<file path="src/rtl/tick_scheduler.sv">
// Programmable tick divider driving a 4-slot active-low scan select.
// New divisors offered while running are staged and applied on the next period wrap.
module tick_scheduler #(
  parameter int unsigned CNT_W   = 13,
  parameter int unsigned DEF_DIV = 4096
) (
  input  logic             clk_in,
  input  logic             rst_n,
  input  logic             run,
  input  logic             cfg_valid,
  input  logic [CNT_W-1:0] cfg_divisor,
  output logic             cfg_ready,
  output logic             cfg_err,
  output logic             tick,
  output logic [1:0]       slot,
  output logic [3:0]       an_n,
  output logic             busy
);

  localparam logic [CNT_W-1:0] DEF_DIV_W = CNT_W'(DEF_DIV);

  typedef enum logic [1:0] {
    IDLE = 2'd0,
    RUN  = 2'd1,
    PEND = 2'd2
  } state_t;

  state_t           state_q, state_d;
  logic [CNT_W-1:0] cnt_q, cnt_d;
  logic [CNT_W-1:0] div_q, div_d;
  logic [CNT_W-1:0] pend_q, pend_d;
  logic [1:0]       slot_q, slot_d;
  logic             tick_q, tick_d;
  logic             cfg_err_q, cfg_err_d;

  logic             xfer;
  logic             good;
  logic             wrap;

  assign cfg_ready = (state_q != PEND);
  assign busy      = (state_q != IDLE);
  assign xfer      = cfg_valid && cfg_ready;
  assign good      = xfer && (cfg_divisor != '0);
  assign wrap      = (cnt_q == (div_q - CNT_W'(1)));

  always_comb begin
    state_d   = state_q;
    cnt_d     = cnt_q;
    div_d     = div_q;
    pend_d    = pend_q;
    slot_d    = slot_q;
    tick_d    = 1'b0;
    cfg_err_d = xfer && (cfg_divisor == '0);

    case (state_q)
      IDLE: begin
        cnt_d = '0;
        if (good) div_d = cfg_divisor;
        if (run) state_d = RUN;
      end
      RUN: begin
        if (!run) begin
          state_d = IDLE;
          cnt_d   = '0;
          if (good) div_d = cfg_divisor;
        end else begin
          if (wrap) begin
            cnt_d  = '0;
            tick_d = 1'b1;
            slot_d = slot_q + 2'd1;
          end else begin
            cnt_d = cnt_q + CNT_W'(1);
          end
          // Staged value waits for the next wrap, even if this edge wraps too.
          if (good) begin
            pend_d  = cfg_divisor;
            state_d = PEND;
          end
        end
      end
      PEND: begin
        if (!run) begin
          state_d = IDLE;
          cnt_d   = '0;
          div_d   = pend_q;
          pend_d  = '0;
        end else if (wrap) begin
          cnt_d   = '0;
          tick_d  = 1'b1;
          slot_d  = slot_q + 2'd1;
          div_d   = pend_q;
          pend_d  = '0;
          state_d = RUN;
        end else begin
          cnt_d = cnt_q + CNT_W'(1);
        end
      end
      default: begin
        state_d = IDLE;
        cnt_d   = '0;
      end
    endcase
  end

  always_ff @(posedge clk_in or negedge rst_n) begin
    if (!rst_n) begin
      state_q   <= IDLE;
      cnt_q     <= '0;
      div_q     <= DEF_DIV_W;
      pend_q    <= '0;
      slot_q    <= '0;
      tick_q    <= 1'b0;
      cfg_err_q <= 1'b0;
    end else begin
      state_q   <= state_d;
      cnt_q     <= cnt_d;
      div_q     <= div_d;
      pend_q    <= pend_d;
      slot_q    <= slot_d;
      tick_q    <= tick_d;
      cfg_err_q <= cfg_err_d;
    end
  end

  assign tick    = tick_q;
  assign cfg_err = cfg_err_q;
  assign slot    = slot_q;
  assign an_n    = busy ? ~(4'b0001 << slot_q) : 4'b1111;

endmodule
</file>
<file path="config.mk">
export PLATFORM = sky130hd
export DESIGN_NAME = tick_scheduler
export DESIGN_NICKNAME = d
export VERILOG_FILES = /design/src/rtl/tick_scheduler.sv
export SDC_FILE = /design/constraint.sdc
export NUM_CORES = 1
export LEC_CHECK = 0
export ABC_CLOCK_PERIOD_IN_PS = 2750
export CAP_MARGIN = 20
export CORE_UTILIZATION = 48
export CTS_BUF_LIST = sky130_fd_sc_hd__clkbuf_4 sky130_fd_sc_hd__clkbuf_8
export DETAILED_ROUTE_END_ITERATION = 10
export PLACE_DENSITY_LB_ADDON = 0.2
export SYNTH_ARGS = -nofsm -noshare
export SYNTH_HDL_FRONTEND = slang
export SYNTH_SLANG_ARGS = --single-unit
</file>
<file path="constraint.sdc">
create_clock -name clk_in -period 2.75 [get_ports clk_in]
set_input_delay 0.55 -clock clk_in [delete_from_list [all_inputs] [get_ports clk_in]]
set_output_delay 0.55 -clock clk_in [all_outputs]
set_load 0.02 [all_outputs]
</file>
==> metrics.txt, run 1 <==
# TYPE chip_impl_metric gauge
chip_impl_metric{name="detail_route.vias_per_cell",unit=""} 5.35
chip_impl_metric{name="synth-edff-count",unit=""} 0
chip_impl_metric{name="clock-skew-final",unit="ns"} 0.00477
chip_impl_metric{name="area_growth_syn_to_layout",unit="%"} 33.0
chip_impl_info{name="timing.rr.end",value="div_q[11]"} 1
chip_impl_metric{name="antenna_found_initial",unit=""} 0
chip_impl_metric{name="maxClockFrequency",unit="MHz"} 348
chip_impl_metric{name="cts-root-to-sink-buffers",unit=""} 2
chip_impl_metric{name="numPortBuffers",unit=""} 26
chip_impl_metric{name="die-width",unit="um"} 76.3
chip_impl_metric{name="first_pass_iteration_count_of_the_detailed_router",unit=""} 4
chip_impl_info{name="cts.root.buffer_cell",value="sky130_fd_sc_hd__clkbuf_8"} 1
chip_impl_metric{name="synth_area",unit="mm^2"} 0.00265
chip_impl_metric{name="timing_max_transition_violations_final",unit=""} 0
chip_impl_metric{name="worst_hold_slack_across_all_endpoints",unit="ns"} 0.115
chip_impl_metric{name="r2r_cells",unit=""} 8
chip_impl_metric{name="seq_area_frac_synth",unit="%"} 42.6
chip_impl_metric{name="number_of_clock_buffers_inserted_by_tritoncts",unit=""} 5
chip_impl_metric{name="dpl_cell_area",unit="mm^2"} 0.00321
chip_impl_metric{name="initialDrtViolationCount",unit=""} 99
chip_impl_info{name="crit-reg2reg-launch",value="div_q[7]"} 1
chip_impl_metric{name="gr-total-overflow",unit=""} 0
chip_impl_metric{name="final_critical_path_setup_slack",unit="ns"} -0.120
chip_impl_metric{name="globalRouteTotalUtil",unit="%"} 20.2
chip_impl_metric{name="synth_seq_cells",unit=""} 45
chip_impl_metric{name="initial_core_utilization",unit="%"} 50.8
chip_impl_metric{name="post-dp-hpwl",unit="um"} 3930
chip_impl_metric{name="route.met2.wl",unit="um"} 2750
chip_impl_metric{name="drc",unit=""} 0
chip_impl_metric{name="route.detailed.wl_per_inst",unit="um"} 15.3
chip_impl_metric{name="rows",unit=""} 26
chip_impl_metric{name="cts.clk_slew.worst_paths",unit="ns"} 0.09
chip_impl_info{name="critical_path.slowest_cell",value="sky130_fd_sc_hd__or4_4"} 1
chip_impl_metric{name="gate_count_after_technology_mapping",unit=""} 244
chip_impl_info{name="cts_tree",value="built"} 1
chip_impl_metric{name="detailroute.wirelength.met3",unit="um"} 147
chip_impl_metric{name="drive_gt1_share",unit="%"} 30.8
chip_impl_info{name="worst_min_path_class",value="in -> async"} 1
chip_impl_metric{name="power",unit="uW"} 3270
chip_impl_info{name="critical-path-top-delay-family",value="simple AND/OR/NAND/NOR gates"} 1
chip_impl_metric{name="vdd_drop_max",unit="mV"} 0.496
chip_impl_metric{name="worst_path_max_stage_delay",unit="ns"} 0.56
chip_impl_metric{name="critPathRequiredTime",unit="ns"} 2.94
chip_impl_metric{name="clk_latency",unit="ns"} 0.30
chip_impl_metric{name="die_height",unit="um"} 76.3
chip_impl_metric{name="period_share",unit="%"} 104
chip_impl_metric{name="max_cap_violations",unit=""} 0
chip_impl_metric{name="power.static_leakage",unit="uW"} 0.00153
chip_impl_metric{name="hold_buf_cts",unit=""} 0
chip_impl_info{name="synth_flop_cell",value="sky130_fd_sc_hd__dfrtp_1"} 1
chip_impl_metric{name="final_antenna_net_count",unit=""} 0
chip_impl_info{name="dr.max_layer_used",value="met4"} 1
chip_impl_metric{name="slew-limit-headroom",unit="%"} 65.2
chip_impl_metric{name="finalWeightedCongestion",unit=""} 0.789
chip_impl_metric{name="critPathBufInv",unit=""} 1
chip_impl_metric{name="yosysWarningCount",unit=""} 0
chip_impl_metric{name="worstPathMaxFanout",unit=""} 6
chip_impl_metric{name="vias",unit=""} 2007
chip_impl_metric{name="number_of_nets_in_the_synthesized_netlist",unit=""} 271
chip_impl_metric{name="async_reset_ff_share",unit="%"} 100
chip_impl_metric{name="num-nets-final",unit=""} 332
chip_impl_metric{name="finalCriticalPeriod",unit="ns"} 2.87
chip_impl_info{name="status",value="finished with violations"} 1
chip_impl_metric{name="antennaDiodeCount",unit=""} 0
chip_impl_metric{name="setup.reg_to_reg.worst_slack",unit="ns"} -0.12
chip_impl_metric{name="grt_start_max_net_pins",unit=""} 46
chip_impl_metric{name="first_global_vias",unit=""} 1974
chip_impl_info{name="worstSetupPathType",value="reg -> reg"} 1
chip_impl_metric{name="htreeDepth",unit=""} 2
chip_impl_metric{name="finalSetupViolCount",unit=""} 22
chip_impl_metric{name="m1WireLength",unit="um"} 2740
chip_impl_info{name="grt_setup_unrepaired",value="true"} 1
chip_impl_metric{name="clock-sinks",unit=""} 45
chip_impl_metric{name="top_level_ports",unit=""} 27
chip_impl_metric{name="tightestPinTransition",unit="ns"} 0.515
chip_impl_metric{name="final_hold_violation_count",unit=""} 0
chip_impl_info{name="violated_checks",value="negative setup slack"} 1
chip_impl_metric{name="die-area",unit="mm^2"} 0.00581
chip_impl_info{name="critical_path.endpoint_type",value="flop"} 1
chip_impl_metric{name="crit_arrival",unit="ns"} 3.06
chip_impl_metric{name="core-area",unit="mm^2"} 0.00520
chip_impl_metric{name="route.final.wire_length",unit="um"} 5720
chip_impl_metric{name="cellPowerDensity",unit="mW/mm^2"} 928
chip_impl_metric{name="grt_first_pass_wirelength",unit="um"} 9320
chip_impl_metric{name="post-route-cell-area",unit="mm^2"} 0.00352
chip_impl_metric{name="avgSynthCellArea",unit="um^2"} 10.8
chip_impl_info{name="start_kind",value="flop"} 1
chip_impl_metric{name="synth.distinct_cells",unit=""} 51
chip_impl_info{name="list_of_cells_traversed_by_the_critical_path",value="or4_4 > nor3b_4 > mux2i_2 > o31ai_4 > a2111oi_4 > a21oi_2 > clkbuf_16 > mux2_4"} 1
[synth_stat cells, types with 5 or more instances]
| master | number | share of area [%] |
|---|---|---|
| sky130_fd_sc_hd__inv_1 | 12 | 1.7 |
| sky130_fd_sc_hd__xor2_1 | 11 | 3.6 |
| sky130_fd_sc_hd__ha_1 | 10 | 4.7 |
| sky130_fd_sc_hd__mux2_4 | 8 | 4.5 |
| sky130_fd_sc_hd__mux2_2 | 15 | 6.4 |
| sky130_fd_sc_hd__nand2_1 | 12 | 1.7 |
| sky130_fd_sc_hd__xnor2_1 | 15 | 5.0 |
| sky130_fd_sc_hd__dfrtp_1 | 44 | 42 |
| sky130_fd_sc_hd__nand3_1 | 8 | 1.5 |
| sky130_fd_sc_hd__and3_1 | 5 | 1.2 |
| sky130_fd_sc_hd__nor3_1 | 6 | 1.1 |
| sky130_fd_sc_hd__nor2_1 | 22 | 3.1 |
| sky130_fd_sc_hd__mux2i_1 | 5 | 1.9 |
| sky130_fd_sc_hd__a22o_1 | 13 | 4.3 |
[sequential cells by signal, indices dropped and copies added (netlist names)]
signal,cells
pend_q,13
state_q,2
cfg_err,1
div_q,13
tick,1
slot,2
cnt_q,13
[stage by stage]
| step | utilization (%) | std cells | setup WS, ns | TNS (ns) |
|---|---|---|---|---|
| global route | 67.6 | 375 | -0.237 | -5.48 |
| CTS | 64.0 | 367 | -0.0354 | -0.259 |
| floorplan | - | 244 | -0.00463 | -0.0324 |
| finish | 67.6 | 375 | -0.120 | -1.40 |
| global placement | 61.8 | 359 | -0.0215 | -0.123 |
| detailed placement | 61.8 | 359 | -0.0886 | -1.04 |
[cells by family after synthesis]
| kind of cell | share of synthesized area, % |
|---|---|
| mux | 13.2 |
| simple gates | 16.5 |
| buf+inv | 3.40 |
| fa+ha+maj | 4.73 |
| flops | 42.6 |
| compound gates | 10.9 |
| xor+xnor | 8.61 |
[cell usage in the layout (no fill, tap or decap), drive strengths merged, types with 5 or more instances in the layout]
master,synthesis,routed
a22o,13,13
and3,5,5
buf,5,37
clkbuf,4,6
clkdlybuf4s50,0,25
dfrtp,44,44
ha,10,10
inv,12,13
mux2,24,24
mux2i,5,5
nand2,12,12
nand3,9,9
nor2,22,22
nor3,6,6
xnor2,15,15
xor2,11,11
[routing by layer]
metal	vias up	global-route usage [%]
li1	991	-
met1	971	27.1
met2	35	32.5
met3	10	5.27
met4	0	5.19
met5	-	0
[timing repair]
action	4_1_cts	5_1_grt
endpoints found under the setup margin	29	43
pin swaps	0	13
cloned	0	1
gates resized for setup	2	21
setup buffers	1	7
[final cells by class]
cell class                 instances  area (um^2)
sequential                        45         1130
multi-input combinational        178         1550
tap                               70         87.6
fill                             423         1690
inverter                          12         45.0
clock buffer                       5         68.8
timing repair buffer              63          599
clock inverter                     2         38.8
[how the worst max path moves through the flow]
| stage | from | endpoint | slack, ns | cells after the start |
|---|---|---|---|---|
| after floorplan | div_q[0] | div_q[10] | -0.005 | 9 |
| after global placement | div_q[0] | slot[1] | -0.02 | 8 |
| after detailed placement | div_q[0] | slot[1] | -0.09 | 8 |
| after CTS | div_q[9] | div_q[6] | -0.04 | 9 |
| after global routing | div_q[7] | div_q[11] | -0.24 | 8 |
| final | div_q[7] | div_q[11] | -0.12 | 8 |
[power breakdown]
| part | switching (uW) | internal, uW | total [uW] |
|---|---|---|---|
| clock network | 236 | 269 | 506 |
| registers | 178 | 889 | 1070 |
| logic | 777 | 916 | 1690 |
| total | 1190 | 2070 | 3270 |
[worst register-to-register path, delay by kind of cell (launching register included)]
kind | cells | cell delay (ns)
AOI/OAI and AO/OA | 3 | 0.75
buffers and inverters | 1 | 0.19
DFF | 1 | 0.38
muxes | 2 | 0.59
and+or+nand+nor | 2 | 0.84
Note: power is estimated with default switching activity, not from simulation.
==> inputs of run 2 (changes only) <==
--- a/config.mk
+++ b/config.mk
@@ -7,6 +7,7 @@
 export LEC_CHECK = 0
 export ABC_CLOCK_PERIOD_IN_PS = 2750
 export CAP_MARGIN = 20
+export CORE_ASPECT_RATIO = 1.1
 export CORE_UTILIZATION = 48
 export CTS_BUF_LIST = sky130_fd_sc_hd__clkbuf_4 sky130_fd_sc_hd__clkbuf_8
 export DETAILED_ROUTE_END_ITERATION = 10
==> run 2 against run 1 <==
Compared with the run above:
- the run still ends with negative setup slack left
- power decreased by 0.39%
- clock skew increased by 0.0098 ns
- clock-buffer cell count unchanged
- maximum frequency increased by 0.57%
- hold slack got worse by 0.077 ns
- final area decreased by 2.2%
- critical endpoint is now div_q[4]
- largest power group unchanged
==> metrics.txt, run 2 (synthesized netlist as in run 1, its figures left out) <==
# TYPE chip_impl_metric gauge
chip_impl_info{name="status",value="finished with violations"} 1
chip_impl_info{name="violated_checks",value="negative setup slack"} 1
chip_impl_info{name="worst_min_path_class",value="in -> async"} 1
chip_impl_info{name="critical_path.endpoint_type",value="flop"} 1
chip_impl_metric{name="final_cell_count_no_fill",unit=""} 370
chip_impl_metric{name="gr-total-overflow",unit=""} 0
chip_impl_metric{name="slew-limit-headroom",unit="%"} 71.6
chip_impl_info{name="registers_with_the_most_flip_flops",value="cnt_q (13), div_q (13), pend_q (13)"} 1
chip_impl_info{name="critical-path-top-delay-family",value="compound AO/OA/AOI/OAI gates"} 1
chip_impl_metric{name="final_critical_path_setup_slack",unit="ns"} -0.104
chip_impl_metric{name="die-width",unit="um"} 72.8
chip_impl_metric{name="final_hold_violation_count",unit=""} 0
chip_impl_metric{name="initialDrtViolationCount",unit=""} 137
chip_impl_info{name="path_common_cell",value="sky130_fd_sc_hd__a21oi_2"} 1
chip_impl_metric{name="die_height",unit="um"} 79.9
chip_impl_metric{name="clk_latency",unit="ns"} 0.31
chip_impl_metric{name="initial_core_utilization",unit="%"} 51.2
chip_impl_info{name="cts_tree",value="built"} 1
chip_impl_metric{name="critPathRequiredTime",unit="ns"} 2.94
chip_impl_metric{name="vdd_drop_max",unit="mV"} 0.628
chip_impl_metric{name="power.static_leakage",unit="uW"} 0.00148
chip_impl_metric{name="antenna_found_initial",unit=""} 0
chip_impl_info{name="layout_commonest_cell",value="sky130_fd_sc_hd__dfrtp_1"} 1
chip_impl_metric{name="finalWeightedCongestion",unit=""} 0.876
chip_impl_metric{name="numPortBuffers",unit=""} 26
chip_impl_metric{name="layout.core_utilization",unit="%"} 66.6
chip_impl_metric{name="maxClockFrequency",unit="MHz"} 350
chip_impl_metric{name="cellPowerDensity",unit="mW/mm^2"} 945
chip_impl_metric{name="final_antenna_net_count",unit=""} 0
chip_impl_metric{name="first_global_vias",unit=""} 2061
chip_impl_metric{name="finalSetupViolCount",unit=""} 13
chip_impl_metric{name="tightestPinTransition",unit="ns"} 0.421
chip_impl_metric{name="die-area",unit="mm^2"} 0.00581
chip_impl_metric{name="max_cap_violations",unit=""} 0
chip_impl_metric{name="grt_start_max_net_pins",unit=""} 46
chip_impl_metric{name="period_share",unit="%"} 104
chip_impl_info{name="worstSetupPathType",value="reg -> reg"} 1
chip_impl_info{name="layout_common_cells",value="sky130_fd_sc_hd__dfrtp_1, sky130_fd_sc_hd__clkdlybuf4s50_1, sky130_fd_sc_hd__buf_4"} 1
chip_impl_metric{name="detail_route.vias_per_cell",unit=""} 5.55
chip_impl_metric{name="placedCellCount",unit=""} 359
chip_impl_metric{name="worstPathMaxFanout",unit=""} 6
chip_impl_metric{name="vias",unit=""} 2054
chip_impl_metric{name="cts-root-to-sink-buffers",unit=""} 2
chip_impl_metric{name="route.final.wire_length",unit="um"} 5830
chip_impl_info{name="cts.root.buffer_cell",value="sky130_fd_sc_hd__clkbuf_8"} 1
chip_impl_metric{name="drc",unit=""} 0
chip_impl_metric{name="post-dp-hpwl",unit="um"} 4000
chip_impl_metric{name="worst_hold_slack_across_all_endpoints",unit="ns"} 0.0386
chip_impl_metric{name="antennaDiodeCount",unit=""} 0
chip_impl_metric{name="first_pass_iteration_count_of_the_detailed_router",unit=""} 4
chip_impl_metric{name="crit_arrival",unit="ns"} 3.04
chip_impl_metric{name="setup_total_negative_slack",unit="ns"} -0.494
chip_impl_metric{name="rows",unit=""} 27
chip_impl_info{name="list_of_cells_traversed_by_the_critical_path",value="or4_4 > buf_4 > o21ai_0 > a21oi_4 > a21oi_2 > a2111oi_4 > a21oi_2 > clkbuf_16 > mux2_2"} 1
chip_impl_info{name="grt_setup_unrepaired",value="true"} 1
chip_impl_metric{name="grt_first_pass_wirelength",unit="um"} 9680
chip_impl_metric{name="route.detailed.wl_per_inst",unit="um"} 15.7
chip_impl_metric{name="htreeDepth",unit=""} 2
chip_impl_metric{name="number_of_clock_buffers_inserted_by_tritoncts",unit=""} 5
chip_impl_info{name="start_kind",value="flop"} 1
chip_impl_metric{name="drive_gt1_share",unit="%"} 28.2
chip_impl_info{name="critical_path.slowest_cell",value="sky130_fd_sc_hd__or4_4"} 1
chip_impl_metric{name="worst_path_max_stage_delay",unit="ns"} 0.59
chip_impl_metric{name="globalRouteTotalUtil",unit="%"} 21.6
chip_impl_metric{name="num-nets-final",unit=""} 324
chip_impl_metric{name="finalCriticalPeriod",unit="ns"} 2.85
chip_impl_metric{name="critPathBufInv",unit=""} 2
chip_impl_metric{name="top_level_ports",unit=""} 27
chip_impl_metric{name="clock-sinks",unit=""} 45
chip_impl_metric{name="clock-skew-final",unit="ns"} 0.0146
chip_impl_metric{name="timing_max_transition_violations_final",unit=""} 0
chip_impl_metric{name="area_growth_syn_to_layout",unit="%"} 30.1
chip_impl_metric{name="cts.clk_slew.worst_paths",unit="ns"} 0.10
chip_impl_metric{name="core-area",unit="mm^2"} 0.00517
run 2: final cells by class:
cell class	count	area [um^2]
clock buffers	5	68.8
fillers	423	1730
clock inverters	3	50.0
well taps	72	90.1
repair buffers	55	536
multi-input cells	178	1530
inverters	12	45.0
flip-flops and latches	45	1130
run 2: worst paths after layout:
path	slack, ns	cells past startpoint	endpoint	startpoint
max	-0.10	9	div_q[4]	div_q[3]
max in group asynchronous	2.10	3	div_q[12]	rst_n
min reg2reg	0.51	1	pend_q[2]	pend_q[2]
min	0.04	1	pend_q[12]	rst_n
max reg2reg	-0.10	9	div_q[4]	div_q[3]
min in group clk_in	0.51	1	pend_q[2]	pend_q[2]
run 2: power by group:
group | switching, uW | internal, uW | total (uW)
Sequential | 183 | 890 | 1070
Combinational | 766 | 886 | 1650
Clock | 249 | 279 | 528
Total | 1200 | 2050 | 3250
run 2: repair_timing:
action	CTS	global route
gates resized for setup	3	13
hold buffers	0	0
endpoints found under the setup margin	27	42
buffers inserted	1	1
pin swaps	0	7
cloned	0	1
run 2: per-layer routing:
layer | up-vias | global-route usage (%) | wire length, um
met2 | 40 | 35.5 | 2820
met4 | 0 | 7.65 | 170
li1 | 984 | - | -
met3 | 15 | 3.91 | 202
met1 | 1015 | 28.3 | 2630
met5 | - | 0 | 0
run 2: through the flow:
stage	cell area (um^2)	power, uW	setup slack (ns)
floorplan	2690	2040	-0.00463
global placement	3200	2540	-0.0135
detailed placement	3200	2570	-0.0876
CTS	3340	3130	-0.0624
global route	3440	3450	-0.166
finish	3440	3250	-0.104
==> inputs of run 3 (changes only) <==
--- a/config.mk
+++ b/config.mk
@@ -11,6 +11,7 @@
 export CORE_UTILIZATION = 48
 export CTS_BUF_LIST = sky130_fd_sc_hd__clkbuf_4 sky130_fd_sc_hd__clkbuf_8
 export DETAILED_ROUTE_END_ITERATION = 10
+export GPL_TIMING_DRIVEN = 1
 export PLACE_DENSITY_LB_ADDON = 0.2
 export SYNTH_ARGS = -nofsm -noshare
 export SYNTH_HDL_FRONTEND = slang
==> results of run 3 <==
No change in the layout: final DEF, timing and power equal those of run 2.
